$ cat src/rtl/mem_loader_pkg.sv
// Shared types and constants for the boot-time program loader.
package mem_loader_pkg;

   localparam int BYTE_W         = 8;
   localparam int BYTES_PER_WORD = 2;

   typedef enum logic [2:0] {
      ST_IDLE,
      ST_HDR_LO,
      ST_HDR_HI,
      ST_DAT_LO,
      ST_DAT_HI,
      ST_WRITE,
      ST_CHK,
      ST_FIN
   } loader_state_t;

   // States in which the loader accepts a stream byte.
   function automatic logic ready_state(input loader_state_t s);
      return (s == ST_HDR_LO) || (s == ST_HDR_HI) || (s == ST_DAT_LO) ||
             (s == ST_DAT_HI) || (s == ST_CHK);
   endfunction

endpackage

$ cat src/rtl/mem_loader.sv
// Byte-stream program loader: header count, little-endian 16-bit words
// written to consecutive addresses from 0, trailing XOR checksum.
module mem_loader
   import mem_loader_pkg::*;
#(
   parameter int WIDTH    = 16,
   parameter int DEPTH    = 1024,
   parameter int ADD_SIZE = $clog2(DEPTH)
) (
   input  logic                clk,
   input  logic                rst,
   input  logic                start,
   input  logic [BYTE_W-1:0]   in_data,
   input  logic                in_valid,
   output logic                in_ready,
   output logic [ADD_SIZE-1:0] addr,
   output logic [WIDTH-1:0]    wdata,
   output logic                we,
   output logic                busy,
   output logic                done,
   output logic                err
);

   if (WIDTH != BYTE_W * BYTES_PER_WORD) begin : g_bad_width
      $error("mem_loader: WIDTH must be 16");
   end

   localparam logic [16:0] DEPTH_W = 17'(DEPTH);

   loader_state_t         state_q, state_d;
   logic [15:0]           n_q, n_d;
   logic [BYTE_W-1:0]     lo_q, lo_d;
   logic [BYTE_W-1:0]     acc_q, acc_d;
   logic [ADD_SIZE:0]     cnt_q, cnt_d;
   logic [ADD_SIZE:0]     cnt_inc;
   logic [16:0]           n_hdr;
   logic                  in_ready_q, in_ready_d;
   logic                  we_q, we_d;
   logic                  busy_q, busy_d;
   logic                  done_q, done_d;
   logic                  err_q, err_d;
   logic [ADD_SIZE-1:0]   addr_q, addr_d;
   logic [WIDTH-1:0]      wdata_q, wdata_d;
   logic                  xfer;

   assign xfer    = in_valid && in_ready_q;
   assign cnt_inc = cnt_q + 1'b1;
   assign n_hdr   = {1'b0, in_data, n_q[7:0]};

   // Next-state, datapath and registered-output decode for the loader FSM.
   always_comb begin
      state_d = state_q;
      n_d     = n_q;
      lo_d    = lo_q;
      acc_d   = acc_q;
      cnt_d   = cnt_q;
      done_d  = done_q;
      err_d   = err_q;
      addr_d  = addr_q;
      wdata_d = wdata_q;

      unique case (state_q)
         ST_IDLE, ST_FIN: begin
            if (start) begin
               state_d = ST_HDR_LO;
               done_d  = 1'b0;
               err_d   = 1'b0;
               acc_d   = '0;
               cnt_d   = '0;
            end
         end
         ST_HDR_LO: begin
            if (xfer) begin
               n_d[7:0] = in_data;
               acc_d    = acc_q ^ in_data;
               state_d  = ST_HDR_HI;
            end
         end
         ST_HDR_HI: begin
            if (xfer) begin
               n_d[15:8] = in_data;
               acc_d     = acc_q ^ in_data;
               if (n_hdr > DEPTH_W) begin
                  err_d   = 1'b1;
                  state_d = ST_FIN;
               end else if (n_hdr == '0) begin
                  state_d = ST_CHK;
               end else begin
                  state_d = ST_DAT_LO;
               end
            end
         end
         ST_DAT_LO: begin
            if (xfer) begin
               lo_d    = in_data;
               acc_d   = acc_q ^ in_data;
               state_d = ST_DAT_HI;
            end
         end
         ST_DAT_HI: begin
            if (xfer) begin
               acc_d   = acc_q ^ in_data;
               // Word and address are captured here so they are stable
               // for the whole WRITE cycle.
               wdata_d = WIDTH'({in_data, lo_q});
               addr_d  = cnt_q[ADD_SIZE-1:0];
               state_d = ST_WRITE;
            end
         end
         ST_WRITE: begin
            cnt_d   = cnt_inc;
            state_d = (17'(cnt_inc) == {1'b0, n_q}) ? ST_CHK : ST_DAT_LO;
         end
         ST_CHK: begin
            if (xfer) begin
               if (in_data == acc_q) done_d = 1'b1;
               else                  err_d  = 1'b1;
               state_d = ST_FIN;
            end
         end
         default: state_d = ST_IDLE;
      endcase

      in_ready_d = ready_state(state_d);
      busy_d     = (state_d != ST_IDLE) && (state_d != ST_FIN);
      we_d       = (state_d == ST_WRITE);
   end

   // All state and outputs registered; async active-low reset.
   always_ff @(posedge clk or negedge rst) begin
      if (!rst) begin
         state_q    <= ST_IDLE;
         n_q        <= '0;
         lo_q       <= '0;
         acc_q      <= '0;
         cnt_q      <= '0;
         in_ready_q <= 1'b0;
         we_q       <= 1'b0;
         busy_q     <= 1'b0;
         done_q     <= 1'b0;
         err_q      <= 1'b0;
         addr_q     <= '0;
         wdata_q    <= '0;
      end else begin
         state_q    <= state_d;
         n_q        <= n_d;
         lo_q       <= lo_d;
         acc_q      <= acc_d;
         cnt_q      <= cnt_d;
         in_ready_q <= in_ready_d;
         we_q       <= we_d;
         busy_q     <= busy_d;
         done_q     <= done_d;
         err_q      <= err_d;
         addr_q     <= addr_d;
         wdata_q    <= wdata_d;
      end
   end

   assign in_ready = in_ready_q;
   assign we       = we_q;
   assign busy     = busy_q;
   assign done     = done_q;
   assign err      = err_q;
   assign addr     = addr_q;
   assign wdata    = wdata_q;

endmodule

$ cat config.mk
export PLATFORM = sky130hd
export DESIGN_NAME = mem_loader
export DESIGN_NICKNAME = d
export VERILOG_FILES = /design/src/rtl/mem_loader_pkg.sv /design/src/rtl/mem_loader.sv
export SDC_FILE = /design/constraint.sdc
export NUM_CORES = 1
export LEC_CHECK = 0
export BUFFER_PORTS_ARGS = -buffer_cell sky130_fd_sc_hd__buf_2
export CORE_ASPECT_RATIO = 0.5
export CORE_MARGIN = 8
export CORE_UTILIZATION = 45
export CTS_CLUSTER_SIZE = 10
export DETAILED_ROUTE_END_ITERATION = 16
export PLACE_DENSITY = 0.75
export SLEW_MARGIN = 10
export SYNTH_ARGS = -nofsm -noshare
export SYNTH_HDL_FRONTEND = slang
export SYNTH_SLANG_ARGS = --single-unit
$ cat constraint.sdc
create_clock -name clk -period 2.8 [get_ports clk]
set_input_delay 0.28 -clock clk [delete_from_list [all_inputs] [get_ports clk]]
set_output_delay 0.28 -clock clk [all_outputs]
set_load 0.03 [all_outputs]
==> flow_summary.toml <==
[setup_path]
slowest_stage = "dfrtp_1"
arrival_ns = 2.35
path_cells = "nor2_1 > nand2_1 > nand4_1 > o21ai_0 > nand2_1 > o21ai_1"
worst_path_most_repeated_cell = "nand2_1"
r2r.worst_path.cells = 6
end_kind = "flip-flop"
cpPeakStageDelay_ns = 0.65
cp-start-kind = "flip-flop"
reg2reg_to = "acc_q[2]"
r2r_setup_slack_ns = 0.69
cp.required_ns = 3.04
path_max_fanout = 18
crit_type = "flip-flop to flip-flop"
r2r_start = "state_q[1]"

[timing]
setup_viol = 0
fmax_ghz = 0.475
slew_violations = 0
setup_tns_ns = 0
hold_slack_ns = 0.0911
max_slew_margin_pct = 37.3
rsz0062_at_grt = "no"
finalHoldViolations = 0
fin_skew_ns = 0.00439
tightest_slew_ns = 0.941
period_minus_slack_ns = 2.11
min_period_over_period_pct = 75.2

[pwr]
ir_drop_mv = 0.380
p_seq_share_pct = 39.2
finalPower_mw = 4.92
power.switching_mw = 1.92
intPower_mw = 2.99
swShare_pct = 39.1
power_frac_comb_pct = 38.0
power_density_mw_per_mm2 = 1120
clkPwrFrac_pct = 22.8
leakagePower_nw = 1.99

[cts]
cts_hold_buffers = 0
cts-resized-gates = 0
numCtsBuffers = 9
clk_pin_slew_worst_paths_ns = 0.06
numClockSinks = 77
htreeDepth = 3
cts_tree = "done"
clock_tree.root_cell = "clkbuf_16"
cts_setup_buffers = 0
cts_max_path_buffers = 2
insertion_delay_ns = 0.33

[grt]
grt_antenna_before_repair = 0
grt_pass1_wl_um = 13600
grt_usage_pct = 14.6
grt_pass1_vias = 2675
grt_remaining_overflow = 0
grt_max_degree = 78

[worst_hold_path]
holdCritPathClass = "primary input to asynchronous set/reset pin"

[yosys]
yosysSeqAreaShare_pct = 51.1
synthTopCellsByArea = "dfrtp_1 (51%), mux2_1 (8.1%), mux2_2 (6.3%)"
synth_top_family_by_area = "simple AND/OR/NAND/NOR gates"
synth-adder-area-share_pct = 0.332
async_reset_ff_share_pct = 100
synthXorXnorAreaFrac_pct = 4.88
synth-edff-count = 0
ys_warn_count = 0
yosysUniqueCellTypes = 48
yosysTopAreaCell = "dfrtp_1"
synth-compound-area-share_pct = 12.3
synth-simple-area-share_pct = 14.8
syn_avg_cell_area_sq_um = 10.8
syn_inst = 349
ys.flop_type = "dfrtp_1"
synth_fp_nets = 362
synth_area_sq_mm = 0.00377
synth_top_area_share_pct = 51.1
synth-seq-cells = 77
synth.area.mux_share_pct = 14.3

[die]
core_area_sq_mm = 0.00806
row_count = 23
die_x_um = 145
fp.dieArea_sq_mm = 0.0117
die_y_um = 80.7
start_util_pct = 46.8
ios = 43

[cells_and_area]
layout_commonest_cell = "dfrtp_1"
n_fill_cell = 739
fin_nets = 403
syn_to_final_growth_pct = 16.0
layout-drive-gt1-share_pct = 22.9
layout_common_cells = "dfrtp_1 (77), buf_2 (41), nand2_1 (33)"
post-route-util_pct = 54.2
final-seq-area_sq_mm = 0.00193
num_antenna_cells = 0
stdcell_count = 505
multi_input_area_sq_mm = 0.00176

[placement]
dp.cells = 491
io_buffer_count = 42
gp_congestion = 0.908
dp_hpwl_um = 5660

[detailed_routing]
detail_route.vias_per_cell = 5.46
drtIter0Drc = 206
drt_wl_total_um = 8080
drc = 0
drt_pre_antenna_iters = 4
final_antenna_net_count = 0
wl_per_cell_um = 16.0
vias = 2758

[run]
drv_cap = 0

[status]
status = "finished clean"
## worst max-delay path by stage
stage,startpoint,end,depth (start not counted)
finish,state_q[1],acc_q[2],6
global route,state_q[1],acc_q[4],6
CTS,state_q[1],acc_q[4],6
detailed placement,state_q[1],acc_q[1],6
global placement,n_q[5],state_q[0],6
floorplan,n_q[5],state_q[0],6
## power groups by stage
| stage | sequential (mW) | clock (mW) | combinational (mW) |
|---|---|---|---|
| 5_1_grt | 2.00 | 1.20 | 2.06 |
| 2_1_floorplan | 2.18 | 0 | 1.12 |
| 6_report | 1.92 | 1.12 | 1.87 |
| 3_3_place_gp | 1.92 | 0 | 1.85 |
| 4_1_cts | 1.92 | 1.15 | 1.90 |
| 3_5_place_dp | 1.94 | 0 | 1.89 |
## worst max-delay path, delay by kind of cell, from the launching register on
family             cells  cell delay [ns]
AOI/OAI and AO/OA      2             0.43
DFF                    1             0.65
and+or+nand+nor        4             0.94
## cells by family (layout without fill, tap and decap cells)
logic type / after synthesis / count (layout)
xor gates and xnor gates: 21 / 21
DFF: 77 / 77
muxes: 48 / 48
and+or+nand+nor: 106 / 106
adders and majority gates: 1 / 1
AOI/OAI and AO/OA: 74 / 74
buffers and inverters: 22 / 66
## per-layer routing
metal  global-route usage (%)  wire length, um  vias up
met5                        0                0        -
met4                     5.66               36        0
met3                     4.15              496        2
met2                     22.4             3780       67
met1                     19.6             3780     1352
li1                         -                -     1337
## cell usage after synthesis, types with 2 or more instances
cell	count
xnor2_1	10
a22o_1	2
and3b_1	2
nand2b_1	8
mux2_2	21
o31ai_1	2
nand2_1	33
nand3_1	10
a21oi_1	10
clkbuf_1	13
xor2_1	11
o21ai_0	15
o21ai_1	24
dfrtp_1	77
o22ai_1	4
a21o_1	2
nor3_1	4
nor2_1	21
or4_4	3
or4_1	4
nand4_1	5
mux2_1	27
nor4_1	4
and3_1	4
inv_1	7
nor2b_1	2
o211ai_1	2
a22oi_1	2
## metrics by stage
step                instance area (sq um)  worst slack, ns
finish                               4370            0.694
global route                         4370            0.350
CTS                                  4370            0.684
detailed placement                   4080            0.692
global placement                     4080            0.725
floorplan                            3770            0.851
## layout make-up
class                   count  share of cell area [%]
clock buffers               9                    5.15
clock inverters             5                    1.46
inverters                   8                   0.687
multi-input cells         250                    40.2
flip-flops and latches     77                    44.1
well taps                 112                    3.21
repair buffers             44                    5.21
## state kept, by name, indices dropped and copies added, names as in the netlist, 3 cells and up
| signal | flops |
|---|---|
| wdata | 16 |
| n_q | 16 |
| state_q | 3 |
| addr | 10 |
| acc_q | 8 |
| cnt_q | 11 |
| lo_q | 8 |
No activity file was read; power rests on OpenSTA's default activity.
